--- src/rtl/valid_dirty_array.sv ---
// Per-set/per-way valid+dirty status with invalidate-all and dirty-line flush sequencers.
// Latency: status of set Address one falling edge later; writes visible on the next edge's read.
// Backpressure: a flush offer is held on WbValid/WbIndex/WbWay until WbReady; the sweep stalls meanwhile.
module valid_dirty_array #(
    parameter int INDEX_WIDTH = 8,
    parameter int NUM_WAYS    = 2,
    localparam int WAY_W      = (NUM_WAYS > 1) ? $clog2(NUM_WAYS) : 1
) (
    input  logic                   Clk,
    input  logic                   Reset_n,
    input  logic [INDEX_WIDTH-1:0] Address,
    input  logic [WAY_W-1:0]       Way,
    input  logic                   Write,
    input  logic                   ValidIn,
    input  logic                   DirtyIn,
    output logic [NUM_WAYS-1:0]    ValidOut,
    output logic [NUM_WAYS-1:0]    DirtyOut,
    input  logic                   InvalidateAll,
    input  logic                   Flush,
    output logic                   Busy,
    output logic                   Done,
    output logic                   WbValid,
    input  logic                   WbReady,
    output logic [INDEX_WIDTH-1:0] WbIndex,
    output logic [WAY_W-1:0]       WbWay
);

    localparam int DEPTH = 1 << INDEX_WIDTH;
    localparam logic [INDEX_WIDTH-1:0] IDX_LAST = {INDEX_WIDTH{1'b1}};
    localparam logic [WAY_W-1:0]       WAY_LAST = WAY_W'(NUM_WAYS - 1);

    typedef enum logic [2:0] {S_IDLE, S_CLEAR, S_SCAN, S_WB, S_DONE} state_t;

    state_t                 state_q, state_d;
    logic [INDEX_WIDTH-1:0] ptr_idx_q, ptr_idx_d, adv_idx;
    logic [WAY_W-1:0]       ptr_way_q, ptr_way_d, adv_way;
    logic [NUM_WAYS-1:0]    valid_q [DEPTH];
    logic [NUM_WAYS-1:0]    dirty_q [DEPTH];

    logic start, clear_row, wb_ack, scan_hit, last_entry, wr_en, rd_block;

    assign Busy    = (state_q == S_CLEAR) || (state_q == S_SCAN) || (state_q == S_WB);
    assign Done    = (state_q == S_DONE);
    assign WbValid = (state_q == S_WB);
    assign WbIndex = WbValid ? ptr_idx_q : '0;
    assign WbWay   = WbValid ? ptr_way_q : '0;

    assign last_entry = (ptr_idx_q == IDX_LAST) && (ptr_way_q == WAY_LAST);
    assign adv_way    = (ptr_way_q == WAY_LAST) ? '0 : ptr_way_q + WAY_W'(1);
    assign adv_idx    = (ptr_way_q == WAY_LAST) ? ptr_idx_q + INDEX_WIDTH'(1) : ptr_idx_q;

    // Writes are allowed in IDLE (unless a command is taken on the same edge) and in DONE.
    assign wr_en    = Write && (((state_q == S_IDLE) && !start) || (state_q == S_DONE));
    // Blank the read on the command edge too, so the cache sees misses for the whole sweep.
    assign rd_block = Busy || start;

    always_comb begin
        scan_hit = 1'b0;
        for (int w = 0; w < NUM_WAYS; w++) begin
            if (ptr_way_q == WAY_W'(w)) begin
                scan_hit = valid_q[ptr_idx_q][w] & dirty_q[ptr_idx_q][w];
            end
        end
    end

    always_comb begin
        state_d   = state_q;
        ptr_idx_d = ptr_idx_q;
        ptr_way_d = ptr_way_q;
        start     = 1'b0;
        clear_row = 1'b0;
        wb_ack    = 1'b0;
        case (state_q)
            S_IDLE: begin
                if (InvalidateAll || Flush) begin
                    start     = 1'b1;
                    state_d   = InvalidateAll ? S_CLEAR : S_SCAN;
                    ptr_idx_d = '0;
                    ptr_way_d = '0;
                end
            end
            S_CLEAR: begin
                clear_row = 1'b1;
                ptr_idx_d = ptr_idx_q + INDEX_WIDTH'(1);
                if (ptr_idx_q == IDX_LAST) begin
                    state_d = S_DONE;
                end
            end
            S_SCAN: begin
                if (scan_hit) begin
                    state_d = S_WB;
                end else begin
                    ptr_idx_d = adv_idx;
                    ptr_way_d = adv_way;
                    if (last_entry) begin
                        state_d = S_DONE;
                    end
                end
            end
            S_WB: begin
                if (WbReady) begin
                    wb_ack    = 1'b1;
                    ptr_idx_d = adv_idx;
                    ptr_way_d = adv_way;
                    state_d   = last_entry ? S_DONE : S_SCAN;
                end
            end
            S_DONE: begin
                state_d = S_IDLE;
            end
            default: begin
                state_d = S_IDLE;
            end
        endcase
    end

    always_ff @(negedge Clk or negedge Reset_n) begin
        if (!Reset_n) begin
            state_q   <= S_IDLE;
            ptr_idx_q <= '0;
            ptr_way_q <= '0;
            ValidOut  <= '0;
            DirtyOut  <= '0;
        end else begin
            state_q   <= state_d;
            ptr_idx_q <= ptr_idx_d;
            ptr_way_q <= ptr_way_d;
            ValidOut  <= rd_block ? '0 : valid_q[Address];
            DirtyOut  <= rd_block ? '0 : dirty_q[Address];
        end
    end

    always_ff @(negedge Clk or negedge Reset_n) begin
        if (!Reset_n) begin
            for (int i = 0; i < DEPTH; i++) begin
                valid_q[i] <= '0;
                dirty_q[i] <= '0;
            end
        end else begin
            if (clear_row) begin
                valid_q[ptr_idx_q] <= '0;
                dirty_q[ptr_idx_q] <= '0;
            end
            for (int w = 0; w < NUM_WAYS; w++) begin
                if (wb_ack && (ptr_way_q == WAY_W'(w))) begin
                    dirty_q[ptr_idx_q][w] <= 1'b0;
                end
                // Dirty is only ever stored alongside a valid line.
                if (wr_en && (Way == WAY_W'(w))) begin
                    valid_q[Address][w] <= ValidIn;
                    dirty_q[Address][w] <= ValidIn & DirtyIn;
                end
            end
        end
    end

endmodule

--- config.mk ---
export PLATFORM = sky130hd
export DESIGN_NAME = valid_dirty_array
export DESIGN_NICKNAME = d
export VERILOG_FILES = /design/src/rtl/valid_dirty_array.sv
export SDC_FILE = /design/constraint.sdc
export NUM_CORES = 2
export LEC_CHECK = 0
export ABC_AREA = 0
export CAP_MARGIN = 15
export CORE_ASPECT_RATIO = 1.1
export CORE_UTILIZATION = 30
export DETAILED_ROUTE_END_ITERATION = 7
export PLACE_DENSITY = 0.54
export SYNTH_ARGS = -nofsm -noshare
export SYNTH_HDL_FRONTEND = slang
export SYNTH_SLANG_ARGS = --single-unit
--- constraint.sdc ---
create_clock -name Clk -period 5.8 [get_ports Clk]
set_input_delay 0.58 -clock Clk [delete_from_list [all_inputs] [get_ports Clk]]
set_output_delay 0.58 -clock Clk [all_outputs]
set_load 0.05 [all_outputs]
== After elaboration in Yosys (flattened, before gate mapping) ==
Index checks and enable logic that the tools add are counted.

* Bitwise operators: 14
* Multiplexer cells: 62
* $lt $le $gt $ge: 4
* Equality and inequality tests: 10
* Add/sub/neg operators: 2
* Reduce and logical (&&, ||, !) cells: 21

{| class="wikitable"
|+ Operator list
! kind !! number
|-
| 2-to-1 mux 512 bit || 8
|-
| bitwise AND 512 bit || 4
|-
| bitwise mux 512 bit || 4
|-
| NOT 512 bit || 3
|-
| demux 2 bit (select 8 bit) || 5
|-
| binary-select mux 2 bit (select 8 bit) || 4
|-
| 2-to-1 mux 8 bit || 5
|-
| one-hot mux 8 bit (4 select lines) || 1
|-
| 2-to-1 mux 2 bit || 14
|-
| greater-or-equal comparator 9 bit (second input constant) || 2
|-
| less-than comparator 9 x 1 -> 1 bit (second input constant) || 2
|-
| 2-to-1 mux 3 bit || 6
|-
| NOT 8 -> 9 bit || 2
|-
| 2-to-1 mux 1 bit || 13
|-
| one-hot mux 3 bit (4 select lines) || 1
|-
| AND reduction 4 bit || 3
|-
| logical AND 1 bit || 9
|-
| adder 8 x 1 -> 8 bit (second input constant) || 1
|-
| == test 8 bit (second input constant) || 1
|-
| == test 3 x 2 -> 1 bit (second input constant) || 2
|-
| inequality test 2 x 1 -> 1 bit (second input constant) || 3
|-
| logical OR 1 bit || 5
|-
| nonzero test 4 bit || 1
|-
| bitwise AND 1 bit || 3
|-
| other kinds (10) || 11
|}

* Input port bits: 17
* Word-level logic and storage cells: 630
* Register bits: 1040

== Logic depth before layout (Yosys ltp) ==
* Word-level depth: 16
* Mapped depth: 17
* Depth with buffers taken out: 11

==> results.sh <==
export IMPL_status="completed"
export IMPL_setup_ws_ns=0.00782
export IMPL_critPathCaptureType="primary output"
export IMPL_maxSlewViolCount=0
export IMPL_ant_nets=0
export IMPL_root_buffer="clkbuf_16"
export IMPL_cts_tree="yes"
export IMPL_yosysSeqAreaShare=0.412
export IMPL_utilization=0.359
export IMPL_syn_area_per_cell_um2=10.4
export IMPL_worstPathRequired_ns=5.22
export IMPL_synthCells=6088
export IMPL_numPortBuffers=32
export IMPL_hp_class="reg2reg"
export IMPL_leakage_uw=0.0271
export IMPL_path_class="reg2out"
export IMPL_finalSetupViolCount=0
export IMPL_first_iter_violations=8139
export IMPL_die_w_um=439
export IMPL_syn_nets=6109
export IMPL_crit_fanout=1
export IMPL_yosys_top_cells_area="dfrtn_1, mux4_2, o21ai_0"
export IMPL_htreeDepth=3
export IMPL_fin_nets=6166
export IMPL_track_usage=0.275
export IMPL_place_hpwl_mm=202
export IMPL_yosysTopAreaCell="dfrtn_1"
export IMPL_gp_congestion=1.01
export IMPL_async_flop_share=1.00
export IMPL_cp_arrival_ns=5.21
export IMPL_pwr_density_cell_nw_per_um2=293
export IMPL_synth_top_area_frac=0.412
export IMPL_setup_tns_ns=0
export IMPL_grt_max_degree=159
export IMPL_area_growth_pct=18.8
export IMPL_rsz0062_at_grt="no"
export IMPL_gr_total_overflow=0
export IMPL_synth_main_ff_cell="dfrtn_1"
export IMPL_antenna_found_initial=19
export IMPL_grt_pass1_vias=56270
export IMPL_wirelength_mm=299
export IMPL_via_per_inst=6.45
export IMPL_rows=176
export IMPL_die_height_um=483
export IMPL_hold_viol_final=0
export IMPL_placedCellCount=8777
export IMPL_clk_latency_ns=0.73
export IMPL_max_slew_margin=0.0927
export IMPL_crit_buf_inv=1
export IMPL_ys_ff_latch=1040
export IMPL_layout_drive_gt1_share=0.223
export IMPL_clock_sinks=1040
export IMPL_clk_pin_slew_worst_paths_ns=0.05
export IMPL_peakVddDrop_mv=0.322
export IMPL_wl_per_cell_um=33.1
export IMPL_core_area_um2=209000
export IMPL_firstDrtPassIters=6
export IMPL_multi_input_area_um2=34700
export IMPL_nFillCells=20604
export IMPL_drv_cap=0
export IMPL_synth_cell_types=64
export IMPL_cts_max_path_buffers=3
export IMPL_start_kind="flop"
export IMPL_seqCellArea_um2=26000
export IMPL_synth_edff_count=0
export IMPL_dieArea_um2=212000
export IMPL_path_cells="clkdlybuf4s50_1"
export IMPL_cts_buffers=118
export IMPL_yosysMostFrequentCell="o21ai_0"
export IMPL_clock_skew_ns=0.0423
export IMPL_post_layout_nonfiller_instances=9016
export IMPL_syn_area_um2=63200
export IMPL_route_detailed_drc=0
export IMPL_grt_pass1_wl_mm=426
export IMPL_io_pins=33
export IMPL_hold_ws_ns=0.499
export IMPL_start_util=0.302
export IMPL_tightest_slew_ns=1.36
export IMPL_cpMaxStageDelayCell="clkdlybuf4s50_1"
export IMPL_yosysWarnings=0
export IMPL_cp_top_family="buffers and inverters"
export IMPL_critPathMaxStageDelay_ns=0.91
export IMPL_via_count=58115
export IMPL_pre_cts_ws_ns=-0.614
export IMPL_synth_commonest_cells="o21ai_0, dfrtn_1, nand2_1"
## worst paths after layout
kind                       slack [ns]  cells past startpoint    startpoint           end
setup / recovery                0.008                      1   DirtyOut[0]   DirtyOut[0]
hold / removal                   0.50                      2  valid_q[354]  valid_q[354]
setup reg to reg                 0.49                     11  ptr_idx_q[0]  ptr_idx_q[5]
hold reg to reg                  0.50                      2  valid_q[354]  valid_q[354]
max in group asynchronous        2.15                      3       Reset_n  valid_q[187]
min in group asynchronous        2.56                      1       Reset_n  dirty_q[155]
## registers in the layout (all words and copies together) (netlist names)
name / cells
DirtyOut: 2
ValidOut: 2
dirty_q: 512
ptr_idx_q: 8
ptr_way_q: 1
state_q: 3
valid_q: 512
## what timing repair did
action	CTS	global route
setup endpoints to repair	6	8
resized for setup	3	0
hold buffers	0	0
buffers inserted	2	2
gates cloned	1	0
pin swaps	0	0
## cell families after synthesis
family / synth area share
AND/OR/NAND/NOR: 0.108
flip-flops: 0.412
buffers and inverters: 0.0432
XOR/XNOR: 0.000139
adder cells (fa/ha/maj): 0.000793
multiplexers: 0.262
AO/OA/AOI/OAI: 0.174
## placed cells by master (no fill, tap or decap), types with 39 or more instances in the layout
cell,instances
buf_4,376
o221ai_1,248
nand3_1,210
o211ai_1,141
buf_12,174
mux4_2,545
o21ai_0,1055
a21oi_1,39
clkbuf_16,119
mux2i_1,400
dfrtn_1,1040
a22oi_1,69
nor2_1,375
o31ai_1,127
nand2_1,925
## per-layer routing
metal / up-vias / global-route usage / routed length [um]
met5: - / 0.00159 / 128
li1: 23259 / - / -
met2: 4124 / 0.406 / 130000
met4: 14 / 0.193 / 24500
met1: 29682 / 0.350 / 110000
met3: 1036 / 0.0712 / 33300
## cell type report
type,instances,share of cell area
Sequential cell,1040,0.347
Multi-Input combinational cell,4403,0.463
Timing Repair inverter,1,0.0000667
Inverter,10,0.000550
Clock buffer,161,0.0459
Tap cell,2759,0.0460
Timing Repair Buffer,571,0.0873
Clock inverter,61,0.0102
Antenna cell,10,0.000334
## through the flow
step                power [uW]  area [um2]
CTS                      21800       75000
detailed placement       13600       70700
floorplan                10800       63300
global route             22400       75000
finish                   22000       75000
global placement         13500       70700
## report_power, final
group	internal [uW]	switching, uW
combinational	1650	4520
sequential	7410	124
clock	4790	3490
Power figures use the tool's default switching activity.
